## src/rtl/node_integrator.sv

```systemverilog
// node_integrator: collects streamed per-node spring forces and applies a semi-implicit Euler step
module node_integrator #(
    parameter int NUM_NODES     = 10,
    parameter int POSITION_SIZE = 8,
    parameter int VELOCITY_SIZE = 8,
    parameter int FORCE_SIZE    = 8,
    parameter int DT_SHIFT      = 2
) (
    input  logic                                          clk_in,
    input  logic                                          rst_in,
    input  logic                                          start_in,
    input  logic [1:0][NUM_NODES-1:0][POSITION_SIZE-1:0]  nodes_in,
    input  logic [1:0][NUM_NODES-1:0][VELOCITY_SIZE-1:0]  velocities_in,
    input  logic [FORCE_SIZE-1:0]                         force_x_in,
    input  logic [FORCE_SIZE-1:0]                         force_y_in,
    input  logic                                          force_valid_in,
    input  logic                                          forces_done_in,
    output logic [1:0][NUM_NODES-1:0][POSITION_SIZE-1:0]  nodes_out,
    output logic [1:0][NUM_NODES-1:0][VELOCITY_SIZE-1:0]  velocities_out,
    output logic                                          busy_out,
    output logic                                          output_valid,
    output logic                                          overrun_out
);
    localparam int IW = $clog2(NUM_NODES + 1);
    localparam logic [IW-1:0] LAST = IW'(NUM_NODES - 1);
    localparam logic [IW-1:0] FULL = IW'(NUM_NODES);
    localparam int VMAX = 2 ** (VELOCITY_SIZE - 1) - 1;
    localparam int PMAX = 2 ** (POSITION_SIZE - 1) - 1;
    typedef enum logic [1:0] {IDLE, COLLECT, UPDATE, DONE} state_t;
    state_t state, state_d;
    logic [IW-1:0] idx;
    logic [1:0][NUM_NODES-1:0][POSITION_SIZE-1:0] pos_q;
    logic [1:0][NUM_NODES-1:0][VELOCITY_SIZE-1:0] vel_q;
    logic [1:0][NUM_NODES-1:0][FORCE_SIZE-1:0]    frc_q;
    logic [1:0][VELOCITY_SIZE-1:0] v_new;
    logic [1:0][POSITION_SIZE-1:0] p_new;

    // Sums are formed at 32 bits so they can never wrap before clamping
    function automatic logic [VELOCITY_SIZE-1:0] sat_vel(input logic signed [31:0] s);
        return s > VMAX ? VELOCITY_SIZE'(VMAX) : s < -VMAX - 1 ? VELOCITY_SIZE'(-VMAX - 1) : s[VELOCITY_SIZE-1:0];
    endfunction

    function automatic logic [POSITION_SIZE-1:0] sat_pos(input logic signed [31:0] s);
        return s > PMAX ? POSITION_SIZE'(PMAX) : s < -PMAX - 1 ? POSITION_SIZE'(-PMAX - 1) : s[POSITION_SIZE-1:0];
    endfunction

    // Integrate node idx on both axes; the position step uses the freshly updated velocity
    always_comb begin
        for (int a = 0; a < 2; a++) begin
            v_new[a] = sat_vel(32'($signed(vel_q[a][idx])) + 32'($signed(frc_q[a][idx]) >>> DT_SHIFT));
            p_new[a] = sat_pos(32'($signed(pos_q[a][idx])) + 32'($signed(v_new[a]) >>> DT_SHIFT));
        end
    end

    // Next-state and status outputs
    always_comb begin
        state_d      = state;
        busy_out     = state != IDLE;
        output_valid = state == DONE;
        case (state)
            IDLE:    state_d = start_in ? COLLECT : IDLE;
            COLLECT: state_d = forces_done_in ? UPDATE : COLLECT;
            UPDATE:  state_d = idx == LAST ? DONE : UPDATE;
            default: state_d = IDLE;
        endcase
    end

    // State register
    always_ff @(posedge clk_in) begin
        if (rst_in) state <= IDLE;
        else        state <= state_d;
    end

    // Frame latch, force collection and per-node write-back
    always_ff @(posedge clk_in) begin
        if (rst_in) begin
            idx            <= '0;
            pos_q          <= '0;
            vel_q          <= '0;
            frc_q          <= '0;
            nodes_out      <= '0;
            velocities_out <= '0;
            overrun_out    <= 1'b0;
        end else begin
            case (state)
                IDLE: if (start_in) begin
                    pos_q <= nodes_in;
                    vel_q <= velocities_in;
                    frc_q <= '0;
                    idx   <= '0;
                end
                COLLECT: begin
                    if (force_valid_in) begin
                        if (idx == FULL) overrun_out <= 1'b1;
                        else begin
                            frc_q[0][idx] <= force_x_in;
                            frc_q[1][idx] <= force_y_in;
                            idx           <= idx + 1'b1;
                        end
                    end
                    if (forces_done_in) idx <= '0;
                end
                UPDATE: begin
                    for (int a = 0; a < 2; a++) begin
                        velocities_out[a][idx] <= v_new[a];
                        nodes_out[a][idx]      <= p_new[a];
                    end
                    idx <= idx + 1'b1;
                end
                default: ;
            endcase
        end
    end
endmodule

```

## config.mk

```make
export PLATFORM = sky130hd
export DESIGN_NAME = node_integrator
export DESIGN_NICKNAME = d
export VERILOG_FILES = /design/src/rtl/node_integrator.sv
export SDC_FILE = /design/constraint.sdc
export NUM_CORES = 2
export LEC_CHECK = 0
export CAP_MARGIN = 40
export CORE_AREA = 4 4 259 261
export CTS_BUF_LIST = sky130_fd_sc_hd__clkbuf_4 sky130_fd_sc_hd__clkbuf_8
export CTS_CLUSTER_DIAMETER = 120
export DETAILED_ROUTE_END_ITERATION = 6
export DIE_AREA = 0 0 263 265
export PLACE_DENSITY = 0.81
export SYNTH_ARGS = -nofsm -noshare
export SYNTH_HDL_FRONTEND = slang
export SYNTH_SLANG_ARGS = --single-unit
export TNS_END_PERCENT = 30
```

## constraint.sdc

```tcl
create_clock -name clk_in -period 6.2 [get_ports clk_in]
set_input_delay 0.62 -clock clk_in [delete_from_list [all_inputs] [get_ports clk_in]]
set_output_delay 0.62 -clock clk_in [all_outputs]
set_load 0.01 [all_outputs]
```

==> impl_metrics.yaml <==
run_status:
  outcome: "finished, final reports clean"
synth:
  yosys_warnings: 0
  synthDistinctLibCells: 73
  synth_cells: 3613
  synth.ff_latch_count: 767
  syn-mean-instance-area_um2: 8.85
  synth_nets: 3998
  yosys.area.top_type: "sky130_fd_sc_hd__dfxtp_1"
  synth_enable_flop_cells: 0
  post_syn_area_mm2: 0.0320
  synth.yosys.seq_area_share_pct: 48.0
  postSynth.topFlopCell: "sky130_fd_sc_hd__dfxtp_1"
  async_reset_ff_share_pct: 0
  synth_largest_type_area_fraction_pct: 48.0
  synth_area_leaders: "sky130_fd_sc_hd__dfxtp_1 (48%), sky130_fd_sc_hd__nand2_1 (8.8%), sky130_fd_sc_hd__mux4_2 (6.2%)"
finish:
  n_fill_cell: 5101
  multi_input_logic_area_mm2: 0.0153
  layoutNonFillerInstCount: 5115
  layout_commonest_cell: "sky130_fd_sc_hd__dfxtp_1"
  layout_common_cells: "sky130_fd_sc_hd__dfxtp_1 (763), sky130_fd_sc_hd__nand2_1 (749), sky130_fd_sc_hd__clkdlybuf4s50_1 (658)"
  area.sequential_mm2: 0.0154
  layout-drive-gt1-share_pct: 10.8
  flow.area_growth_from_synthesis_pct: 31.6
  post-route-util_pct: 65.3
  layout.nets: 4540
drt:
  detail_route.drc_violations: 0
  drtPass1Iterations: 6
  detail_route.vias_per_cell: 5.75
  detail_route.wirelength_mm: 108
  detail_route.iter0.violations: 3226
  route.vias.total: 29400
  drt-wirelength-per-cell_um: 21.2
  ant_nets: 0
global_route:
  global_route.overflow_total: 0
  first_global_vias: 27800
  grt_max_degree: 218
  grt_first_pass_wirelength_mm: 162
  grtUsageTotal_pct: 29.2
  grt_antenna_before_repair: 17
pwr:
  internal_power_uw: 8360
  vdd_ir_drop_max_mv: 0.154
  combinationalPowerShare_pct: 16.5
  pwr-share-clk_pct: 39.2
  share_seq_of_total_power_pct: 44.3
  p_leak_uw: 0.0146
  power.density_mw_per_mm2: 278
  netSwitchingPower_uw: 3330
  total_power_uw: 11700
  power.share.switching_pct: 28.5
timing:
  max-slew-margin-rel_pct: 24.2
  part_of_the_cycle_the_worst_path_needs_pct: 95.0
  setup_viol_count_final: 0
  slew_violations: 0
  finalCriticalPeriod_ns: 5.89
  tns_ns: 0
  clock-skew-final_ns: 0.0688
  max_freq_ghz: 0.170
  timing.final.hold_violations: 0
  worst-slew-pin-transition_ns: 1.14
critical_path:
  critical_path.startpoint_type: "flip-flop"
  worst_ep_arrival_ns: 6.51
  required_ns: 6.82
  cp_slowest_cell: "sky130_fd_sc_hd__maj3_2"
  path_cells: "buf_4, mux4_2, mux2i_1, o22ai_1, ha_1, nand3_1, a21oi_2, mux2i_1, a211oi_4, buf_8, o21ai_0, buf_4, inv_1, ha_1, a211oi_1, nor3_1, o311a_1, maj3_2, a211oi_1"
  critPathKind: "flip-flop to flip-flop"
  worstSetupEndpointType: "flip-flop"
  largest_stage_delay_on_the_critical_path_ns: 0.59
  worst-path-max-fanout: 25
die:
  rows: 93
  die-height_um: 265
  core_region_area_mm2: 0.0645
  die_w_um: 263
  dieArea_mm2: 0.0697
  pin_count: 664
  initial_utilization_pct: 49.6
clock_network:
  clk_root_buffer_cell: "sky130_fd_sc_hd__clkbuf_8"
  clk-insertion-delay-late_ns: 0.75
  tritoncts: "done"
  cts.sinks: 767
  worst_setup_hold_path_clk_slew_ns: 0.07
  cts.htree.levels: 3
  numCtsBuffers: 118
  cts.hold.buffers_added: 0
  cts.path.max_buffers: 3
placement:
  numPortBuffers: 659
  gp_congestion: 0.862
  placed_cells_incl_taps: 4881
  dp_hpwl_mm: 74.7
min_path:
  min_path_type: "input port to flip-flop"
flow_run:
  cap_violations: 0
==> worst max-delay path, delay by kind of cell (launching register included) <==
family	cells	cell delay, ns
muxes	3	1.22
adders and majority gates	3	1.28
and+or+nand+nor	2	0.31
DFF	1	0.46
buffers and inverters	4	0.61
AOI/OAI and AO/OA	7	1.87
==> power groups by stage <==
stage | clock (uW) | combinational [uW] | sequential [uW]
after global routing | 4850 | 2060 | 5190
final | 4580 | 1930 | 5180
after floorplan | 0 | 1060 | 5260
after CTS | 4640 | 1890 | 5180
after global placement | 0 | 1840 | 5280
after detailed placement | 0 | 1880 | 5290
==> path summary, 6_finish.rpt <==
check	startpoint	endpoint	slack, ns	cells past startpoint
worst max register to register	idx[0]	nodes_out[84]	0.31	19
worst max-delay path	idx[0]	nodes_out[84]	0.31	19
worst min-delay path	rst_in	velocities_out[154]	0.43	2
worst min register to register	vel_q[104]	vel_q[104]	0.45	2
==> state kept, by name, indices dropped and copies added, names as in the netlist <==
| signal | flops |
|---|---|
| idx | 4 |
| vel_q | 160 |
| velocities_out | 160 |
| state | 2 |
| pos_q | 160 |
| nodes_out | 160 |
| overrun_out | 1 |
| frc_q | 120 |
==> cell usage after synthesis (10+ instances only) <==
cell and n:
sky130_fd_sc_hd__and3_1 12, sky130_fd_sc_hd__nand3b_1 101, sky130_fd_sc_hd__a21oi_1 366, sky130_fd_sc_hd__o221ai_1 10, sky130_fd_sc_hd__buf_2 29, sky130_fd_sc_hd__dfxtp_1 767
sky130_fd_sc_hd__and2_0 10, sky130_fd_sc_hd__buf_1 33, sky130_fd_sc_hd__nand2b_1 16, sky130_fd_sc_hd__clkbuf_1 263, sky130_fd_sc_hd__maj3_2 12, sky130_fd_sc_hd__o31a_1 12
sky130_fd_sc_hd__o31ai_1 20, sky130_fd_sc_hd__o21ai_0 88, sky130_fd_sc_hd__nor2b_1 13, sky130_fd_sc_hd__ha_1 40, sky130_fd_sc_hd__mux2i_1 100, sky130_fd_sc_hd__mux4_2 88
sky130_fd_sc_hd__o22ai_1 62, sky130_fd_sc_hd__a22oi_1 120, sky130_fd_sc_hd__inv_1 31, sky130_fd_sc_hd__nor2_1 344, sky130_fd_sc_hd__nand2_1 751, sky130_fd_sc_hd__o211ai_1 15
sky130_fd_sc_hd__a211oi_1 179, sky130_fd_sc_hd__and2_1 16
==> through the flow <==
step,setup WS [ns],hold WS (ns),cell area (um^2)
2_1_floorplan,0.706,0.433,32000
3_3_place_gp,0.280,0.439,39000
3_5_place_dp,0.197,0.443,39300
4_1_cts,0.167,0.365,41900
5_1_grt,-0.00306,0.407,42100
6_report,0.311,0.434,42100
==> logic make-up (layout without fill, tap and decap cells) <==
kind of cell / after synthesis / after routing / share of synthesized area, %
adders and majority gates: 57 / 57 / 2.27
DFF: 767 / 767 / 48.0
muxes: 189 / 189 / 9.36
other: 0 / 10 / 0
xor gates and xnor gates: 12 / 12 / 0.329
and+or+nand+nor: 1293 / 1293 / 17.1
AOI/OAI and AO/OA: 935 / 935 / 18.6
buffers and inverters: 360 / 997 / 4.35
==> what timing repair did <==
item | in CTS | in global routing
buffers inserted | 0 | 9
resized for setup | 0 | 17
endpoints found under the setup margin | 0 | 120
==> routing by layer <==
layer | vias to the layer above | part of all wire [%] | global-route usage [%]
li1 | 13800 | - | -
met1 | 13900 | 39 | 36.9
met2 | 1467 | 48 | 48.0
met3 | 265 | 9.5 | 6.65
met4 | 14 | 4.3 | 13.1
met5 | - | 0.088 | 0
==> layout make-up <==
class	instances	share of cell area, %
clock buffers	190	5.65
multi-input cells	2486	36.4
well taps	855	2.54
clock inverters	25	0.603
diodes	10	0.0595
repair buffers	748	17.9
inverters	34	0.303
flip-flops and latches	767	36.5
(Power assumes the default switching activity.)
